<file path="config.mk">
export PLATFORM = sky130hd
export DESIGN_NAME = mem_port_arbiter
export DESIGN_NICKNAME = d
export VERILOG_FILES = /design/src/rtl/risc_v_mike_pkg.sv /design/src/rtl/mem_region_decoder.sv /design/src/rtl/mem_port_arbiter.sv
export SDC_FILE = /design/constraint.sdc
export NUM_CORES = 1
export LEC_CHECK = 0
export CAP_MARGIN = 20
export CORE_AREA = 2 2 108 110
export CTS_BUF_LIST = sky130_fd_sc_hd__clkbuf_2
export DETAILED_ROUTE_END_ITERATION = 8
export DIE_AREA = 0 0 110 112
export PLACE_DENSITY = 0.89
export SLEW_MARGIN = 20
export SYNTH_ARGS = -nofsm -noshare
export SYNTH_HDL_FRONTEND = slang
export SYNTH_HIERARCHICAL = 1
export SYNTH_SLANG_ARGS = --single-unit
</file>
<file path="constraint.sdc">
create_clock -name clk -period 7.3 [get_ports clk]
set_input_delay 1.46 -clock clk [delete_from_list [all_inputs] [get_ports clk]]
set_output_delay 1.46 -clock clk [all_outputs]
set_load 0.01 [all_outputs]
</file>
<file path="src/rtl/risc_v_mike_pkg.sv">
// Shared core definitions: unified memory map and the memory-port arbiter types.
package risc_v_mike_pkg;

  localparam logic [31:0] MEM_MAP_TEXT_LOWER_LIMIT  = 32'h0040_0000;
  localparam logic [31:0] MEM_MAP_TEXT_UPPER_LIMIT  = 32'h0040_1000;
  localparam logic [31:0] MEM_MAP_DATA_LOWER_LIMIT  = 32'h1001_0000;
  localparam logic [31:0] MEM_MAP_DATA_UPPER_LIMIT  = 32'h1001_03ff;
  localparam logic [31:0] MEM_MAP_MMIO_LOWER_LIMIT  = 32'h1001_0024;
  localparam logic [31:0] MEM_MAP_MMIO_UPPER_LIMIT  = 32'h1001_0040;
  localparam logic [31:0] MEM_MAP_STACK_UPPER_LIMIT = 32'h7fff_effc;
  localparam logic [31:0] DATA_MAPPING_STACK_DIV    = 32'h0000_0400;
  // Stack grows down from the upper limit; the lower limit itself is excluded.
  localparam logic [31:0] MEM_MAP_STACK_LOWER_LIMIT =
    MEM_MAP_STACK_UPPER_LIMIT - DATA_MAPPING_STACK_DIV;

  typedef enum logic [1:0] {
    REG_TEXT  = 2'd0,
    REG_DATA  = 2'd1,
    REG_STACK = 2'd2,
    REG_MMIO  = 2'd3
  } t_mem_region;

  typedef enum logic {
    ARB_IDLE,
    ARB_WAIT
  } t_arb_state;

  typedef enum logic {
    OWN_IF,
    OWN_LS
  } t_owner;

endpackage

</file>
<file path="src/rtl/mem_region_decoder.sv">
// Combinational address decode: region, region-relative offset and access fault.
module mem_region_decoder
  import risc_v_mike_pkg::*;
(
  input  logic [31:0] addr,
  input  logic        is_fetch,
  input  logic        we,
  output t_mem_region region,
  output logic [31:0] offset,
  output logic        fault
);

  logic mapped;

  always_comb begin
    region = REG_TEXT;
    offset = '0;
    mapped = 1'b1;
    // MMIO is tested first because it sits inside the data window.
    if (addr >= MEM_MAP_MMIO_LOWER_LIMIT && addr < MEM_MAP_MMIO_UPPER_LIMIT) begin
      region = REG_MMIO;
      offset = addr - MEM_MAP_MMIO_LOWER_LIMIT;
    end else if (addr > MEM_MAP_STACK_LOWER_LIMIT && addr <= MEM_MAP_STACK_UPPER_LIMIT) begin
      region = REG_STACK;
      offset = addr - (MEM_MAP_STACK_LOWER_LIMIT + 32'd1);
    end else if (addr >= MEM_MAP_DATA_LOWER_LIMIT && addr <= MEM_MAP_DATA_UPPER_LIMIT) begin
      region = REG_DATA;
      offset = addr - MEM_MAP_DATA_LOWER_LIMIT;
    end else if (addr >= MEM_MAP_TEXT_LOWER_LIMIT && addr < MEM_MAP_TEXT_UPPER_LIMIT) begin
      region = REG_TEXT;
      offset = addr - MEM_MAP_TEXT_LOWER_LIMIT;
    end else begin
      mapped = 1'b0;
    end
    fault = !mapped
         || (is_fetch && region != REG_TEXT)
         || (!is_fetch && we && region == REG_TEXT);
  end

endmodule

</file>
<file path="src/rtl/mem_port_arbiter.sv">
// Arbitrates fetch and load/store onto the single memory port and sequences fixed-latency reads.
module mem_port_arbiter
  import risc_v_mike_pkg::*;
#(
  parameter int unsigned MEM_LAT       = 1,
  parameter int unsigned MAX_LS_STREAK = 4
) (
  input  logic        clk,
  input  logic        rst_n,
  input  logic        if_req,
  input  logic [31:0] if_addr,
  output logic        if_gnt,
  output logic        if_fault,
  output logic        if_rvalid,
  output logic [31:0] if_rdata,
  input  logic        ls_req,
  input  logic        ls_we,
  input  logic [3:0]  ls_be,
  input  logic [31:0] ls_addr,
  input  logic [31:0] ls_wdata,
  output logic        ls_gnt,
  output logic        ls_fault,
  output logic        ls_rvalid,
  output logic [31:0] ls_rdata,
  output logic        mem_req,
  output logic        mem_we,
  output logic [3:0]  mem_be,
  output logic [1:0]  mem_sel,
  output logic [31:0] mem_offset,
  output logic [31:0] mem_wdata,
  input  logic [31:0] mem_rdata
);

  localparam int unsigned          STREAK_W   = $clog2(MAX_LS_STREAK + 1);
  localparam logic [1:0]           LAT        = 2'(MEM_LAT);
  localparam logic [STREAK_W-1:0]  STREAK_MAX = STREAK_W'(MAX_LS_STREAK);

  t_arb_state          state_q, state_d;
  t_owner              owner_q, owner_d;
  logic [1:0]          cnt_q, cnt_d;
  logic [STREAK_W-1:0] streak_q, streak_d;

  logic        idle, pick_ls, pick_if, win_we, win_fault, ret;
  logic [31:0] win_addr, dec_offset;
  t_mem_region dec_region;

  always_comb begin
    idle     = (state_q == ARB_IDLE);
    pick_ls  = idle && ls_req && !(if_req && streak_q == STREAK_MAX);
    pick_if  = idle && if_req && !pick_ls;
    win_addr = pick_ls ? ls_addr : if_addr;
    win_we   = pick_ls && ls_we;
  end

  mem_region_decoder u_decoder (
    .addr     (win_addr),
    .is_fetch (!pick_ls),
    .we       (win_we),
    .region   (dec_region),
    .offset   (dec_offset),
    .fault    (win_fault)
  );

  always_comb begin
    if_gnt     = pick_if;
    ls_gnt     = pick_ls;
    if_fault   = pick_if && win_fault;
    ls_fault   = pick_ls && win_fault;
    mem_req    = (pick_if || pick_ls) && !win_fault;
    mem_we     = mem_req && win_we;
    mem_be     = !mem_req ? 4'h0 : (pick_ls ? ls_be : 4'hf);
    mem_sel    = mem_req ? dec_region : REG_TEXT;
    mem_offset = mem_req ? dec_offset : '0;
    mem_wdata  = mem_we ? ls_wdata : '0;
    ret        = (state_q == ARB_WAIT) && (cnt_q == 2'd1);
    if_rvalid  = ret && (owner_q == OWN_IF);
    ls_rvalid  = ret && (owner_q == OWN_LS);
    if_rdata   = if_rvalid ? mem_rdata : '0;
    ls_rdata   = ls_rvalid ? mem_rdata : '0;
  end

  always_comb begin
    state_d  = state_q;
    owner_d  = owner_q;
    cnt_d    = cnt_q;
    streak_d = streak_q;
    case (state_q)
      ARB_IDLE: begin
        if (mem_req && !mem_we) begin
          state_d = ARB_WAIT;
          owner_d = pick_ls ? OWN_LS : OWN_IF;
          cnt_d   = LAT;
        end
      end
      ARB_WAIT: begin
        cnt_d = cnt_q - 2'd1;
        if (cnt_q == 2'd1) state_d = ARB_IDLE;
      end
      default: state_d = ARB_IDLE;
    endcase
    // A fetch can only be starved while it is actually waiting.
    if (!if_req || pick_if) streak_d = '0;
    else if (pick_ls)       streak_d = streak_q + 1'b1;
  end

  always_ff @(posedge clk or negedge rst_n) begin
    if (!rst_n) begin
      state_q  <= ARB_IDLE;
      owner_q  <= OWN_IF;
      cnt_q    <= '0;
      streak_q <= '0;
    end else begin
      state_q  <= state_d;
      owner_q  <= owner_d;
      cnt_q    <= cnt_d;
      streak_q <= streak_d;
    end
  end

endmodule

</file>
### Word-level counts from Yosys, hierarchy flattened

Cells that the tools add are included.

| storage, ports and cells | value |
|---|---|
| word-level logic and storage cells | 85 |
| output and inout bits | 142 |
| input bits | 137 |
| register bits | 7 |

| operators by class | value |
|---|---|
| add/sub/neg operators | 6 |
| eq/ne operators | 3 |
| reduce and logical (&&, ||, !) cells | 35 |
| bitwise gates (word level) | 2 |
| $lt $le $gt $ge | 8 |
| multiplexer cells | 27 |

Operators by type and width:

| cell | count |
|---|---|
| two-way mux 32 bit | 9 |
| greater-or-equal comparator 32 x 29 -> 1 bit, second input constant | 2 |
| subtractor 32 x 29 -> 32 bit, second input constant | 2 |
| greater-or-equal comparator 32 x 23 -> 1 bit, second input constant | 1 |
| greater-than comparator 32 x 31 -> 1 bit, second input constant | 1 |
| <= comparator 32 x 29 -> 1 bit, second input constant | 1 |
| <= comparator 32 x 31 -> 1 bit, second input constant | 1 |
| < comparator 32 x 23 -> 1 bit, second input constant | 1 |
| < comparator 32 x 29 -> 1 bit, second input constant | 1 |
| subtractor 32 x 23 -> 32 bit, second input constant | 1 |
| subtractor 32 x 31 -> 32 bit, second input constant | 1 |
| logical AND 1 bit | 21 |
| two-way mux 1 bit | 8 |
| two-way mux 2 bit | 4 |
| two-way mux 4 bit | 2 |
| logical NOT 1 bit | 6 |
| two-way mux 3 bit | 2 |
| logical OR 1 bit | 4 |
| case mux 2 bit (2 select lines) | 1 |
| nonzero test 2 bit | 2 |
| adder 3 x 1 -> 3 bit, second input constant | 1 |
| equality test 3 bit, second input constant | 1 |
| equality test 2 x 1 -> 1 bit, second input constant | 1 |
| logical NOT 2 bit | 1 |
| other kinds (5) | 6 |

### Depth between registers and ports, before layout

| logic depth | value |
|---|---|
| word-level depth | 21 |
| depth in mapped cells | 20 |
| mapped depth without buffers | 17 |

### Cells and area by module

Netlist, hierarchy kept.

By module, submodules not included:

| module | area each (µm²) | sequential area each (µm²) | cells an instance | times used |
|---|---|---|---|---|
| mem_region_decoder | 1,830.5 | 0.0 | 267 | 1 |
| mem_port_arbiter | 1,799.2 | 175.2 | 234 | 1 |

### Worst setup path after synthesis

OpenSTA, ideal clock, no wires.

| timing path | value |
|---|---|
| path kind | input to output |
| start | in if_req |
| end | out mem_wdata[22] |
| buffers on the path | 4 |
| data required time | 5.840 ns |
| arrival | 5.236 ns |
| setup slack | 0.604 ns |
| stages | 18 |
| path through | buf_6 -> nand3_1 -> and3_4 -> inv_2 -> buf_6 -> mux2_2 -> inv_1 -> ha_1 -> nor4bb_1 -> nand4_1 -> a221o_1 -> nor2_4 -> buf_2 -> o21ai_0 -> mux2_2 -> nor4_4 -> buf_6 -> and2_1 |

| on the way | value |
|---|---|
| longest elaborated chain between the ends | 17 |
| elaborated cells on any way between the ends | 40 |
| those cells by class | order compare (8); mux (9); reduce/logical (23) |

Ends and longest elaborated chain:

| item | line | text |
|---|---|---|
| from (decl) | mem_port_arbiter.sv:10 | `input logic if_req,` |
| logical AND 1 bit (*) | mem_port_arbiter.sv:49 | `pick_ls = idle && ls_req && !(if_req && streak_q == STREAK_MAX);` |
| logical NOT 1 bit (*) | mem_port_arbiter.sv:49 |  |
| logical AND 1 bit (*) | mem_port_arbiter.sv:49 |  |
| net ls_gnt | mem_port_arbiter.sv:21 | `output logic ls_gnt,` |
| two-way mux 32 bit (*) | mem_port_arbiter.sv:51 | `win_addr = pick_ls ? ls_addr : if_addr;` |
| net win_addr[3] | mem_port_arbiter.sv:44 | `logic [31:0] win_addr, dec_offset;` |
| greater-or-equal comparator 32 x 23 -> 1 bit, or another cell as far along | mem_region_decoder.sv:29 | `end else if (addr >= MEM_MAP_TEXT_LOWER_LIMIT && addr < MEM_MAP_TEXT_UPPER_LIMIT) begin` |
| logical AND 1 bit, on equally long branches | mem_region_decoder.sv:29, mem_region_decoder.sv:26 |  |
| [5 not listed] | - |  |
| logical OR 1 bit | mem_region_decoder.sv:36 | `\|\| (is_fetch && region != REG_TEXT)` |
| logical OR 1 bit (*) | mem_region_decoder.sv:37 | `\|\| (!is_fetch && we && region == REG_TEXT);` |
| net win_fault | mem_port_arbiter.sv:43 | `logic idle, pick_ls, pick_if, win_we, win_fault, ret;` |
| logical NOT 1 bit (*) | mem_port_arbiter.sv:69 | `mem_req = (pick_if \|\| pick_ls) && !win_fault;` |
| logical AND 1 bit (*) | mem_port_arbiter.sv:69 |  |
| logical AND 1 bit (*) | mem_port_arbiter.sv:70 | `mem_we = mem_req && win_we;` |
| net mem_we | mem_port_arbiter.sv:26 | `output logic mem_we,` |
| two-way mux 32 bit (*) | mem_port_arbiter.sv:74 | `mem_wdata = mem_we ? ls_wdata : '0;` |
| to (decl) | mem_port_arbiter.sv:30 | `output logic [31:0] mem_wdata,` |

Mark *: on every way through the listed nets, which the timed path passes. The rest lies on a longest branch.

### Worst setup path in the final report

| timing path | value |
|---|---|
| start | in if_req |
| end | out mem_offset[27] |

| on the way | value |
|---|---|
| longest elaborated chain between the ends | 16 |
| elaborated cells on any way between the ends | 47 |
| those cells by class | add/sub (4); order compare (8); mux (13); reduce/logical (22) |

Ends and longest elaborated chain:

| item | line | text |
|---|---|---|
| logical AND 1 bit (*) | mem_port_arbiter.sv:49 |  |
| logical NOT 1 bit (*) | mem_port_arbiter.sv:49 |  |
| logical AND 1 bit (*) | mem_port_arbiter.sv:49 |  |
| two-way mux 32 bit (*) | mem_port_arbiter.sv:51 |  |
| net win_addr[22] | mem_port_arbiter.sv:44 |  |
| greater-or-equal comparator 32 x 23 -> 1 bit, or another cell as far along | mem_region_decoder.sv:29 |  |
| logical AND 1 bit, on equally long branches | mem_region_decoder.sv:29, mem_region_decoder.sv:26 |  |
| two-way mux 1 bit, on equally long branches | mem_region_decoder.sv:29, mem_region_decoder.sv:26 |  |
| [2 not listed] | - |  |
| two-way mux 1 bit / nonzero test 2 bit (equally long branches) | mem_region_decoder.sv:20, mem_region_decoder.sv:36 |  |
| logical NOT 1 bit / logical AND 1 bit (equally long branches) | mem_region_decoder.sv:35, mem_region_decoder.sv:36 |  |
| logical OR 1 bit | mem_region_decoder.sv:36 |  |
| logical OR 1 bit (*) | mem_region_decoder.sv:37 |  |
| net win_fault | mem_port_arbiter.sv:43 |  |
| logical NOT 1 bit (*) | mem_port_arbiter.sv:69 |  |
| logical AND 1 bit (*) | mem_port_arbiter.sv:69 |  |
| two-way mux 32 bit (*) | mem_port_arbiter.sv:73 | `mem_offset = mem_req ? dec_offset : '0;` |
| to (decl) | mem_port_arbiter.sv:29 | `output logic [31:0] mem_offset,` |

Marked as above.

==> flow_metrics.py <==
metrics = {
    "layout": {
        "area_delta_synth_final_pct": 99.45,
        "insertedDiodeCount": 0,
        "fillers": 969,
        "nets": 1003,
        "regArea_um2": 175.2,
        "multi_input_area_mm2": 0.003187,
        "utilization_pct": 64.79,
        "layout-drive-gt1-share_pct": 20.05,
    },
    "route": {
        "wire_per_inst_um": 18.28,
        "drtIter0Drc": 535,
        "vias": 5207,
        "routed_wl_um": 18110,
        "postRouteAntennaNets": 0,
        "drt_pass1_iterations": 5,
        "viasPerCell": 5.254,
        "drc_errors": 0,
    },
    "sta": {
        "finalSetupViolCount": 0,
        "fin_crit_sh_pct": 97.31,
        "tightest_slew_ns": 0.9333,
        "post-route-min-period_ns": 7.103,
        "hold_violations": 0,
        "slew_headroom_pct": 37.78,
        "worst_slack_ns": 0.1965,
        "skew_ns": 0.007502,
        "slew_viol_final": 0,
        "max_freq_ghz": 0.1408,
        "hold_ws_ns": 0.5278,
    },
    "setup_path": {
        "cp_data_required_time_ns": 5.84,
        "slowest_stage": "clkdlybuf4s50_1",
        "crit_path_cell_trace": "clkdlybuf4s50_1 > nand3_1 > and3_4 > inv_2 > buf_12 > mux2_2 > inv_1 > ha_1 > or3b_2 > o41ai_4 > buf_4 > a41oi_2 > nor3_4 > nor2_2 > mux2_4 > inv_1 > and3_4 > buf_4 > buf_12 > and2_1 > clkdlybuf4s15_1",
        "r2r_cells": 18,
        "endpoint_kind": "primary output",
        "reg2reg_to": "cnt_q[1]",
        "rrSetupSlack_ns": 3.03,
        "slowest_delay_ns": 0.48,
        "path_class": "input pin to primary output",
        "worstPathMaxFanout": 14,
        "cp.buffers_inverters": 9,
        "critPathTopFamily": "buffers and inverters",
        "rr_startpoint": "state_q",
        "startpoint_type": "input pin",
        "cp.arrival_ns": 5.64,
    },
    "die": {
        "ios": 279,
        "die-area_mm2": 0.01232,
        "die_h_um": 112,
        "rows": 39,
        "die_x_um": 110,
        "start_util_pct": 32.48,
        "core_area_mm2": 0.01117,
    },
    "worst_hold_path": {
        "min_from": "cnt_q[1]",
        "hold_path_end": "cnt_q[1]",
        "min_path_type": "flop to flop",
        "whs_path_depth": 1,
    },
    "clock_network": {
        "path_clk_slew_ns": 0.10,
        "cts_max_path_buffers": 2,
        "cts_buffers": 3,
        "insertion_delay_ns": 0.25,
        "clock-sinks": 7,
        "cts_max_level": 1,
        "cts-root-buf": "clkbuf_2",
        "cts_tree": "done",
        "cts-hold-fix-buffers": 0,
    },
    "place": {
        "place_congestion": 1.048,
        "dp_hpwl_um": 15100,
        "post-place-ws_ns": -0.09705,
        "io_buffers": 278,
    },
    "yosys": {
        "synth_top_family_by_area": "simple AND/OR/NAND/NOR gates",
        "synth_cell_type_count": 76,
        "synth.area.mux_share_pct": 11.10,
        "synth_compound_area_share_pct": 21.75,
        "synth_cells": 501,
        "synth-async-reset-ratio_pct": 100.0,
        "synth_xor_area_share_pct": 2.413,
        "synth_fa_ha_area_share_pct": 5.860,
        "ys.warnings.count": 6,
        "syn-num-nets": 655,
        "synthSimpleGateAreaFrac_pct": 45.71,
        "ys_seq_area_share_pct": 4.826,
        "synthesis.area_mm2": 0.003630,
        "syn_avg_cell_area_um2": 7.245,
        "synth_enable_flop_cells": 0,
        "ys_ff_latch": 7,
        "ys.flop_type": "dfrtp_1",
    },
    "global_route": {
        "grt_pass1_vias": 5006,
        "grt_max_degree": 34,
        "antenna_found_initial": 0,
        "track_usage_pct": 27.09,
        "grt.overflow.total": 0,
        "grt_pass1_wl_um": 26500,
    },
    "run_status": {
        "outcome": "finished, final reports clean",
    },
    "power_and_ir_drop": {
        "finalPower_uw": 462.4,
        "p_leak_nw": 3.599,
        "power_density_mw_per_mm2": 63.88,
        "peakVddDrop_mv": 0.07473,
    },
    "job": {
        "maxCapViolCount": 0,
    },
}
how the worst max path moves through the flow:
stage | endpoint | depth (start not counted) | slack, ns | from
2_1_floorplan | mem_wdata[22] | 18 | 0.60 | if_req
3_3_place_gp | mem_wdata[6] | 16 | -0.09 | if_req
3_5_place_dp | mem_wdata[25] | 16 | -0.1 | if_req
4_1_cts | mem_wdata[13] | 19 | 0.001 | if_req
5_1_grt | mem_wdata[1] | 21 | -0.01 | if_req
6_report | mem_offset[27] | 21 | 0.20 | if_req
synth_stat cells (all sizes together) (5+ instances only):
cell type,instances,share of area (%)
buf,18,4.1
nand3,10,1.4
and3,9,2.0
clkbuf,16,1.7
dfrtp,7,4.8
or3,8,1.4
a21oi,13,1.9
nand2,21,2.2
ha,17,5.9
a211oi,9,2.0
and2,133,23
nor2,26,2.9
nor3,14,2.4
o31ai,5,1.0
o21ai,22,3.0
mux2,34,11
nor3b,7,1.4
o21a,10,2.1
nand4,7,1.2
inv,24,2.5
xnor2,8,1.9
nor4,11,2.7
timing repair:
item,CTS,global route
cloned,0,2
pin swaps,0,1
setup endpoints to repair,67,32
gates resized for setup,47,81
buffers inserted,0,6
power by group:
| group | leakage, nW | internal [mW] | switching [mW] |
|---|---|---|---|
| registers | 0.0916 | 0.0481 | 0.00894 |
| clock network | 0.0164 | 0.0124 | 0.0178 |
| logic | 3.49 | 0.207 | 0.168 |
per-stage QoR:
step	setup TNS (ns)	cells	cell area, µm²
floorplan	0	501	3630
global placement	-2.314	979	7129
detailed placement	-2.993	979	7129
CTS	0	983	7114
global route	-0.03179	991	7239
finish	0	991	7239
logic make-up after synthesis:
| group | count (synthesis) |
|---|---|
| AO/OA/AOI/OAI | 103 |
| XOR/XNOR | 10 |
| adder cells (fa/ha/maj) | 17 |
| buffers and inverters | 59 |
| flip-flops | 7 |
| multiplexers | 36 |
| AND/OR/NAND/NOR | 269 |
sequential cells by signal, indices dropped and copies added (netlist names):
register  flops
state_q       1
streak_q      3
owner_q       1
cnt_q         2
worst register-to-register path, delay by kind of cell (launching register included):
family	cells	cell delay (ns)
AO/OA/AOI/OAI	4	0.86
adder cells (fa/ha/maj)	1	0.16
buffers and inverters	7	0.91
flip-flops	1	0.61
multiplexers	2	0.70
AND/OR/NAND/NOR	4	0.93
placed cells by master (no fill, tap or decap), types with 5 or more instances in the layout:
master	netlist	final
nand4_1	7	7
o21a_1	10	10
buf_4	1	92
nand3_1	10	10
o21ai_1	6	6
nor3b_1	7	7
dlygate4sd2_1	0	14
nor4_1	9	8
o31ai_1	5	5
nor3_1	12	12
mux2_2	13	14
clkdlybuf4s15_1	0	7
a211oi_1	8	8
nand2_1	21	21
mux2_1	21	19
nor2_1	25	24
clkdlybuf4s50_1	0	206
dlymetal6s2s_1	0	31
inv_1	23	23
a21oi_1	12	12
and2_1	133	133
clkbuf_2	0	23
ha_1	17	17
and3_1	6	5
or3_1	8	7
buf_12	0	5
o21ai_0	16	16
xnor2_1	8	8
dfrtp_1	7	7
area by class of cell:
cell class                      count  area share (%)
Clock buffer                        3          0.2074
Clock inverter                      1         0.06913
Inverter                           25           1.314
Multi-Input combinational cell    435           44.02
Sequential cell                     7           2.420
Tap cell                          143           2.471
Timing Repair Buffer              377           49.50
layer usage:
metal	GRT usage, %	share of wire (%)	up-vias
li1	-	-	2494
met5	0	0	-
met2	49.90	51	267
met1	33.19	40	2419
met3	3.806	8.3	27
met4	4.473	1.6	0
Power figures use the tool's default switching activity.
